===== src/rtl/cache_refill_if.sv =====
// Request, memory-bus and BRAM write-port bundle of cache_refill_ctrl.
// fwd_valid/fwd_data exist only when REFILL_EARLY_FWD_EN is defined.
interface cache_refill_if #(
    parameter int WAYS    = 2,
    parameter int INDEX_W = 7,
    parameter int TAG_W   = 20,
    parameter int WORDS   = 8
);
    localparam int WAY_W = (WAYS > 1) ? $clog2(WAYS) : 1;

    logic                     req_valid;
    logic                     req_ready;
    logic [31:0]              req_paddr;
    logic [WAY_W-1:0]         req_way;
    logic                     rd_req;
    logic [31:0]              rd_addr;
    logic [7:0]               rd_len;
    logic                     rd_ack;
    logic                     rd_valid;
    logic [31:0]              rd_data;
    logic [INDEX_W-1:0]       data_addr;
    logic [31:0]              data_din;
    logic [WAYS*WORDS-1:0]    data_we;
    logic [INDEX_W-1:0]       tag_addr;
    logic [INDEX_W-1:0]       vl_addr;
    logic [TAG_W-1:0]         tag_din;
    logic                     vl_din;
    logic [WAYS-1:0]          tag_we;
    logic [WAYS-1:0]          vl_we;
    logic                     refill_done;
    logic                     init_busy;
`ifdef REFILL_EARLY_FWD_EN
    logic                     fwd_valid;
    logic [31:0]              fwd_data;
`endif

    modport master (
        input  req_valid, req_paddr, req_way, rd_ack, rd_valid, rd_data,
        output req_ready, rd_req, rd_addr, rd_len, data_addr, data_din, data_we,
               tag_addr, vl_addr, tag_din, vl_din, tag_we, vl_we, refill_done, init_busy
`ifdef REFILL_EARLY_FWD_EN
               , fwd_valid, fwd_data
`endif
    );

    modport slave (
        output req_valid, req_paddr, req_way, rd_ack, rd_valid, rd_data,
        input  req_ready, rd_req, rd_addr, rd_len, data_addr, data_din, data_we,
               tag_addr, vl_addr, tag_din, vl_din, tag_we, vl_we, refill_done, init_busy
`ifdef REFILL_EARLY_FWD_EN
               , fwd_valid, fwd_data
`endif
    );
endinterface


===== src/rtl/cache_refill_ctrl.sv =====
// Cache line refill engine: post-reset tag/valid sweep, 8-beat line fetch, tag+valid commit.
// Optional critical-word forwarding enabled by defining REFILL_EARLY_FWD_EN.
module cache_refill_ctrl #(
    parameter int WAYS    = 2,
    parameter int INDEX_W = 7,
    parameter int TAG_W   = 20,
    parameter int WORDS   = 8
) (
    input  logic           clk,
    input  logic           rstn,
    cache_refill_if.master bus
);
    localparam int WAY_W  = (WAYS > 1) ? $clog2(WAYS) : 1;
    localparam int BEAT_W = $clog2(WORDS);
    localparam int OFF_W  = BEAT_W + 2;
    localparam int LINE_W = 32 - OFF_W;
    localparam int SEL_W  = $clog2(WAYS * WORDS);

    typedef enum logic [2:0] {
        S_INIT,
        S_IDLE,
        S_REQ,
        S_RECV,
        S_COMMIT
    } state_t;

    state_t                state;
    logic [INDEX_W-1:0]    sweep_cnt;
    logic [BEAT_W-1:0]     beat_cnt;
    logic [LINE_W-1:0]     line_q;
    logic [WAY_W-1:0]      way_q;

    logic [INDEX_W-1:0]    line_idx;
    logic [TAG_W-1:0]      line_tag;
    logic [WAYS-1:0]       way_oh;
    logic [SEL_W-1:0]      bank_sel;
    logic                  beat_we;
    logic                  sweep_we;
    logic                  commit_we;
    logic                  unused_addr_bits;

    // Control only; the latched line address and way carry no reset.
    always_ff @(posedge clk) begin
        if (!rstn) begin
            state     <= S_INIT;
            sweep_cnt <= '0;
            beat_cnt  <= '0;
        end else begin
            case (state)
                S_INIT: begin
                    sweep_cnt <= sweep_cnt + 1'b1;
                    if (sweep_cnt == {INDEX_W{1'b1}})
                        state <= S_IDLE;
                end
                S_IDLE: begin
                    if (bus.req_valid) begin
                        line_q <= bus.req_paddr[31:OFF_W];
                        way_q  <= bus.req_way;
                        state  <= S_REQ;
                    end
                end
                S_REQ: begin
                    if (bus.rd_ack)
                        state <= S_RECV;
                end
                S_RECV: begin
                    if (bus.rd_valid) begin
                        if (beat_cnt == BEAT_W'(WORDS - 1)) begin
                            beat_cnt <= '0;
                            state    <= S_COMMIT;
                        end else begin
                            beat_cnt <= beat_cnt + 1'b1;
                        end
                    end
                end
                S_COMMIT: state <= S_IDLE;
                default:  state <= S_INIT;
            endcase
        end
    end

    assign line_idx = line_q[INDEX_W-1:0];
    assign line_tag = line_q[LINE_W-1 -: TAG_W];
    assign way_oh   = {{(WAYS-1){1'b0}}, 1'b1} << way_q;
    assign bank_sel = SEL_W'(way_q) * SEL_W'(WORDS) + SEL_W'(beat_cnt);

    // Every strobe is masked while rstn is low so a reset cycle never writes a bank.
    assign beat_we   = rstn && (state == S_RECV) && bus.rd_valid;
    assign sweep_we  = rstn && (state == S_INIT);
    assign commit_we = rstn && (state == S_COMMIT);

    assign bus.req_ready   = rstn && (state == S_IDLE);
    assign bus.rd_req      = rstn && (state == S_REQ);
    assign bus.rd_addr     = {line_q, {OFF_W{1'b0}}};
    assign bus.rd_len      = 8'(WORDS - 1);

    assign bus.data_addr   = line_idx;
    assign bus.data_din    = bus.rd_data;
    assign bus.data_we     = beat_we ? ({{(WAYS*WORDS-1){1'b0}}, 1'b1} << bank_sel) : '0;

    assign bus.tag_addr    = (state == S_INIT) ? sweep_cnt : line_idx;
    assign bus.vl_addr     = (state == S_INIT) ? sweep_cnt : line_idx;
    assign bus.tag_din     = (state == S_COMMIT) ? line_tag : '0;
    assign bus.vl_din      = (state == S_COMMIT);
    assign bus.tag_we      = sweep_we ? {WAYS{1'b1}} : (commit_we ? way_oh : '0);
    assign bus.vl_we       = sweep_we ? {WAYS{1'b1}} : (commit_we ? way_oh : '0);

    assign bus.refill_done = commit_we;
    assign bus.init_busy   = (state == S_INIT);

`ifdef REFILL_EARLY_FWD_EN
    logic [BEAT_W-1:0] word_q;

    always_ff @(posedge clk) begin
        if (state == S_IDLE && bus.req_valid)
            word_q <= bus.req_paddr[2 +: BEAT_W];
    end

    // Critical word goes to the core the same cycle it is written into the bank.
    assign bus.fwd_valid = beat_we && (beat_cnt == word_q);
    assign bus.fwd_data  = bus.rd_data;
`endif

    assign unused_addr_bits = ^bus.req_paddr[OFF_W-1:0];
endmodule


===== src/flat_wrapper.sv =====
// flat-port wrapper written by rule: the top's interface ports become plain ports
module cache_refill_ctrl_flat 
#(
    parameter int WAYS    = 2,
    parameter int INDEX_W = 7,
    parameter int TAG_W   = 20,
    parameter int WORDS   = 8
)
  (clk, rstn, bus_req_valid, bus_req_paddr, bus_req_way, bus_rd_ack, bus_rd_valid, bus_rd_data, bus_req_ready, bus_rd_req, bus_rd_addr, bus_rd_len, bus_data_addr, bus_data_din, bus_data_we, bus_tag_addr, bus_vl_addr, bus_tag_din, bus_vl_din, bus_tag_we, bus_vl_we, bus_refill_done, bus_init_busy);
  cache_refill_if #(.WAYS(WAYS), .INDEX_W(INDEX_W), .TAG_W(TAG_W), .WORDS(WORDS)) bus_i ();
  input  logic clk;
  input  logic rstn;
  input wire logic [$bits(bus_i.req_valid)-1:0] bus_req_valid;
  input wire logic [$bits(bus_i.req_paddr)-1:0] bus_req_paddr;
  input wire logic [$bits(bus_i.req_way)-1:0] bus_req_way;
  input wire logic [$bits(bus_i.rd_ack)-1:0] bus_rd_ack;
  input wire logic [$bits(bus_i.rd_valid)-1:0] bus_rd_valid;
  input wire logic [$bits(bus_i.rd_data)-1:0] bus_rd_data;
  output wire logic [$bits(bus_i.req_ready)-1:0] bus_req_ready;
  output wire logic [$bits(bus_i.rd_req)-1:0] bus_rd_req;
  output wire logic [$bits(bus_i.rd_addr)-1:0] bus_rd_addr;
  output wire logic [$bits(bus_i.rd_len)-1:0] bus_rd_len;
  output wire logic [$bits(bus_i.data_addr)-1:0] bus_data_addr;
  output wire logic [$bits(bus_i.data_din)-1:0] bus_data_din;
  output wire logic [$bits(bus_i.data_we)-1:0] bus_data_we;
  output wire logic [$bits(bus_i.tag_addr)-1:0] bus_tag_addr;
  output wire logic [$bits(bus_i.vl_addr)-1:0] bus_vl_addr;
  output wire logic [$bits(bus_i.tag_din)-1:0] bus_tag_din;
  output wire logic [$bits(bus_i.vl_din)-1:0] bus_vl_din;
  output wire logic [$bits(bus_i.tag_we)-1:0] bus_tag_we;
  output wire logic [$bits(bus_i.vl_we)-1:0] bus_vl_we;
  output wire logic [$bits(bus_i.refill_done)-1:0] bus_refill_done;
  output wire logic [$bits(bus_i.init_busy)-1:0] bus_init_busy;
  assign bus_i.req_valid = bus_req_valid;
  assign bus_i.req_paddr = bus_req_paddr;
  assign bus_i.req_way = bus_req_way;
  assign bus_i.rd_ack = bus_rd_ack;
  assign bus_i.rd_valid = bus_rd_valid;
  assign bus_i.rd_data = bus_rd_data;
  assign bus_req_ready = bus_i.req_ready;
  assign bus_rd_req = bus_i.rd_req;
  assign bus_rd_addr = bus_i.rd_addr;
  assign bus_rd_len = bus_i.rd_len;
  assign bus_data_addr = bus_i.data_addr;
  assign bus_data_din = bus_i.data_din;
  assign bus_data_we = bus_i.data_we;
  assign bus_tag_addr = bus_i.tag_addr;
  assign bus_vl_addr = bus_i.vl_addr;
  assign bus_tag_din = bus_i.tag_din;
  assign bus_vl_din = bus_i.vl_din;
  assign bus_tag_we = bus_i.tag_we;
  assign bus_vl_we = bus_i.vl_we;
  assign bus_refill_done = bus_i.refill_done;
  assign bus_init_busy = bus_i.init_busy;
  cache_refill_ctrl #(.WAYS(WAYS), .INDEX_W(INDEX_W), .TAG_W(TAG_W), .WORDS(WORDS)) u_core (.clk(clk), .rstn(rstn), .bus(bus_i));
endmodule

===== config.mk =====
export PLATFORM = sky130hd
export DESIGN_NAME = cache_refill_ctrl_flat
export DESIGN_NICKNAME = d
export VERILOG_FILES = /design/src/rtl/cache_refill_if.sv /design/src/rtl/cache_refill_ctrl.sv /design/src/flat_wrapper.sv
export SDC_FILE = /design/constraint.sdc
export NUM_CORES = 1
export LEC_CHECK = 0
export ABC_AREA = 1
export BUFFER_PORTS_ARGS = -buffer_cell sky130_fd_sc_hd__buf_2
export CAP_MARGIN = 20
export CORE_ASPECT_RATIO = 1.25
export CORE_MARGIN = 4
export CORE_UTILIZATION = 42
export CTS_CLUSTER_DIAMETER = 60
export DETAILED_ROUTE_END_ITERATION = 8
export PLACE_DENSITY_LB_ADDON = 0.25
export SETUP_SLACK_MARGIN = 0.1
export SYNTH_ARGS = -nofsm -noshare
export SYNTH_HDL_FRONTEND = slang
export SYNTH_SLANG_ARGS = --single-unit
export TNS_END_PERCENT = 30

===== constraint.sdc =====
create_clock -name clk -period 6.3 [get_ports clk]
set_input_delay 0.315 -clock clk [delete_from_list [all_inputs] [get_ports clk]]
set_output_delay 0.315 -clock clk [all_outputs]
set_load 0.005 [all_outputs]

-- Word level (Yosys, flattened, before mapping)
Index checks and enable logic that the tools add are counted.
- register bits after elaboration: 41
- bits of input ports: 70
- output and inout bits: 138
- logic and storage cells: 43
- $add $sub $neg: 3
- equal/unequal tests: 11
- shifts and indexed selects: 2
- multiplexer cells: 12
- reduce and logical (&&, ||, !) cells: 10
- operator list (cell ; number):
    $mux 20 ; 1
    $mux 3 ; 6
    $mux 16 ; 1
    $shl 1x4->16 const A ; 1
    $pmux 3 s5 ; 1
    $add 7x1->7 const B ; 1
    $eq 7x7->1 const B ; 1
    $mux 7 ; 1
    $eq 3x2->1 const B ; 2
    $eq 3x3->1 const B ; 2
    $logic_and 1x1->1 ; 6
    $ne 2x2->1 const B ; 3
    $reduce_and 5->1 ; 1
    $add 4x3->4 ; 1
    $mux 2 ; 2
    $ne 2x1->1 const B ; 2
    $add 3x1->3 const B ; 1
    $eq 3x1->1 const B ; 1
    $logic_not 3->1 ; 1
    $reduce_and 3->1 ; 1
    $reduce_and 2->1 ; 1
    $shl 1x1->2 const A ; 1

-- Depth between registers and ports, before layout
- depth after elaboration: 4
- depth in mapped cells: 9
- gate-level depth less buffers: 9

-- Worst setup path before layout
Ideal clock, no wire load.
- kind: input port to flip-flop
- start point: in rstn
- end point: reg u_core.line_q[0] (enable)
- arrival time: 2.607 ns
- setup slack: 3.245 ns
- stages on the path: 2
- cells stage by stage: clkinv_1 -> nor3_1
- longest elaborated chain between the ends: 1
- ends and longest elaborated chain (item ; line ; text):
    from (decl) ; flat_wrapper.sv:12 ; input logic rstn;
    $reduce_and 3->1 (no line) ; - ;
    to (signal assigned) ; cache_refill_ctrl.sv:57 ; line_q <= bus.req_paddr[31:OFF_W];
    to (decl) ; cache_refill_ctrl.sv:30 ; logic [LINE_W-1:0] line_q;
No other way between the ends.
A chain may end at the register's enable or synchronous reset.

-- Worst setup path after layout
- start point: reg u_core.state[0]
- end point: out bus_tag_din[8]
- longest elaborated chain between the ends: 2
- ends and longest elaborated chain (item ; line ; text):
    from (decl) ; cache_refill_ctrl.sv:27 ; state_t state;
    from (signal assigned) ; cache_refill_ctrl.sv:45 ; state <= S_INIT;
    from (signal assigned) ; cache_refill_ctrl.sv:53 ; state <= S_IDLE;
    from (signal assigned) ; cache_refill_ctrl.sv:59 ; state <= S_REQ;
    $eq 3x3->1 ; cache_refill_ctrl.sv:103 ; assign bus.tag_din = (state == S_COMMIT) ? line_tag : '0;
    $mux 20 ; cache_refill_ctrl.sv:103 ;
    to (decl) ; flat_wrapper.sv:28 ; output wire logic [$bits(bus_i.tag_din)-1:0] bus_tag_din;
No other way between the ends.

==> out/summary.md <==
The run finished with clean final reports. With fillers left out, the area of the finished cells amounts to 0.00280 mm2. Detailed routing placed a total of 2650 um of wire on met2. Share of the core filled with cells in the final layout: 50.8%. The sequential cell area fraction in the yosys report was 45.3%; the maximum number of pins on one net before global-route repair was 29.

The post-synthesis instance area came out at 0.00243 mm2. The tools report the DRC violation total after the first TritonRoute iteration as 99. During synthesis, Yosys emitted a total of 0 warnings. The count of boundary I/O pins was 208. Leakage power total: 1.49 nW. Wires add up to 5460 um. In this run the worst hold path is classified as primary input to flip-flop.

The total grt overflow is 0, and the via count of the first global-routing pass is 1818. The largest fanout on the critical path works out to 21. The average size of a mapped cell was 8.50 um2. The H-tree was split into 2 levels. For this run, the post-layout net count is 442.

Dividing the detail-routed via count by the number of cells gives 4.48. For the final database, setup skew stands at 7.68 ps. The hold violation count in the final report is 0, and the sum of routed wire segments on met1 is 1890 um.

The cell count of the worst hold path was 1; the number of remaining DRC errors was 0. STA classifies the critical path endpoint as an output pin. The startpoint class of the critical path is a flip-flop. The clock passes through at most 2 buffers. The repair_antennas step left the layout with diodes totalling 0. The worst pin sits at a relative slew slack of 58.1%. The effective utilization at floorplan was 44.1%; the number of buffers inserted for hold repair after clock tree synthesis was 0. Across the run, the number of max-cap violations was 0. The uppermost layer routed was met4. The area of the placeable core came out at 0.00552 mm2.

The total number of vias was 1927; the slew at the pin closest to its max-slew limit was 628 ps. The number of setup buffers added after CTS is 0. Counting both buffers and inverters, the worst setup path holds a total of 3. The pre-antenna-repair detailed-routing pass consisted of 4 iterations. The area overhead of the layout relative to synthesis works out to 15.2%.

The initial antenna violation count was 0. IR analysis of the VDD net gives a maximum drop of 0.120 mV. For this run, the number of standard cells in the final layout without fillers is 430. In this run the remaining antenna-violating nets after routing total 0.

The tools report the overall die area as 0.00708 mm2. The sum of negative setup slack is 0 ps, and the total of flip-flops plus latches after synthesis is 41. The hold path startpoint is bus_req_paddr[22]. By area the synthesized netlist is led by edfxtp_1 35%, buf_4 19%, dfxtp_1 11%. In this run the vertical extent of the chip is 93.1 um. The cell sitting at the root of the clock tree is a clkbuf_8.

TritonCTS built the clock tree. After synthesis, the netlist uses 25 different library cells. The maximum operating frequency is 500 MHz. Summed over all instances, the cell type with the most area after synthesis is edfxtp_1. Clock latency on the worst-skew pair, taken at its later pin, is 290 ps. The first-pass GRT wire length is 8420 um, and the data required time at the worst endpoint is 5980 ps. The synthesized instance count was 286.

Counting every sink on the clock net gives 41. Setup violations remaining at the end of the flow were counted as 0. Power spread over the standard cell area amounts to 171 mW/mm2. After clock tree synthesis, the clock-pin slew on the worst setup and hold paths is 80 ps. Measured in cells, the most critical reg-to-reg path has a length of 4. Input and output buffers added on the ports amount to 125.

Among cell families on the critical path, the largest total delay comes from buffers and inverters. The path with the worst hold slack has its endpoint at u_core.line_q[17]$_DFFE_PP_. The tools report the HPWL reported at the end of detailed placement as 4370 um. The width of the die is 76.1 um. After clock tree synthesis, the repair step resized 0 gates.

Setup repair after global routing left no endpoint under its margin. Wire length per cell after detailed routing: 12.7 um. The signal on the critical path passes through inv_1, nand2_1, nor2_1, inv_1, nor2_1, buf_2. The final max-slew violation count was 0; the minimum setup slack among reg-to-reg paths was 4760 ps. The maximum single-stage delay on the critical path came out at 470 ps.

The total length of routed met3 wires is 620 um, and the total placed cells including tap cells is 422. The floorplan has 30 rows. In this run the worst setup path begins at u_core.state[0]$_SDFFE_PN0P_. Counting the buffers created by CTS gives 5.

The worst path in the final design needs a cycle of 2000 ps, including I/O delays and setup. The capture instance of the worst register-to-register path was u_core.line_q[6]$_DFFE_PP_. Area fraction of the dominant cell type after synthesis: 34.6%.

The slowest cell on the critical path is inv_1. The tools report the global routing usage summed across all routing layers as 14.7%. At the end of routability-driven placement, the weighted congestion stood at 0.760. The instance area after placement is 0.00272 mm2, and the period utilization is 31.8%. The worst register-to-register path begins at u_core.state[2]$_SDFFE_PN0P_. For the arrival time of the worst setup path, the log shows 1690 ps. The critical path in this run is classified as flip-flop to output pin. The fraction of final layout cells with drive strength greater than 1 is 39.1%.
-- power breakdown --
part	internal [mW]	total, mW	switching [mW]
Clock	0.0765	0.165	0.0884
Combinational	0.0122	0.0252	0.0129
Sequential	0.288	0.290	0.00156
-- stage by stage --
stage	worst slack [ps]	hold slack [ps]	total power, mW
floorplan	3240	414	0.331
global placement	4430	478	0.321
detailed placement	4430	479	0.322
CTS	4250	187	0.485
global route	4040	174	0.502
finish	4300	196	0.480
-- how the worst max path moves through the flow --
stage          cells past startpoint                         end
5_1_grt                            6             bus_tag_din[11]
6_report                           6              bus_tag_din[8]
4_1_cts                            6             bus_tag_din[13]
3_5_place_dp                       4  u_core.line_q[4]$_DFFE_PP_
3_3_place_gp                       4  u_core.line_q[4]$_DFFE_PP_
2_1_floorplan                      2  u_core.line_q[0]$_DFFE_PP_
-- cell usage after synthesis --
cell type  number
clkinv_1        1
ha_1            7
dfxtp_1        13
conb_1          2
nand2_2         2
o21ai_2         1
nor3_1          5
nor2_4          1
o211ai_1        1
nand4_1         1
nand2_4         3
nand2_1        27
a31oi_1         1
inv_2           1
nor2_1         50
buf_4          61
buf_2           3
a21oi_1         9
a211oi_1        2
nand3_1        11
o21ai_0        11
edfxtp_1       28
nor2_8          1
inv_1          43
clkbuf_1        1
-- layer usage --
metal  up-vias  GRT usage [%]
met2        95           25.1
met5         -              0
met4         0           9.48
met3        33           6.36
li1        972              -
met1       827           14.5
-- logic make-up (layout without fill, tap and decap cells) --
family	after synthesis	in the layout	share of synthesized area [%]
other cells	2	13	0.309
compound gates	25	25	5.66
fa+ha+maj	7	7	3.60
flops	41	41	45.3
simple gates	101	101	18.6
buf+inv	110	179	26.5
-- area by class of cell --
class / instances / area [um2]
well taps: 64 / 80.1
repair buffers: 126 / 633
clock inverters: 3 / 17.5
flip-flops and latches: 41 / 1100
multi-input cells: 146 / 732
inverters: 45 / 169
clock buffers: 5 / 68.8
fillers: 548 / 2720
-- state kept, by name, summed over array words and instances, names as in the netlist --
register	flops
u_core.way_q	1
u_core.sweep_cnt	7
u_core.state	3
u_core.beat_cnt	3
u_core.line_q	27
-- cells in the final DEF, fill, tap and decap left out, drive strengths merged --
master  count
a211oi      2
a21oi       9
a31oi       1
buf       126
clkbuf      5
clkinv      4
conb       13
dfxtp      13
edfxtp     28
ha          7
inv        44
nand2      32
nand3      11
nand4       1
nor2       52
nor3        5
o211ai      1
o21ai      12
Note: power is estimated with default switching activity, not from simulation.
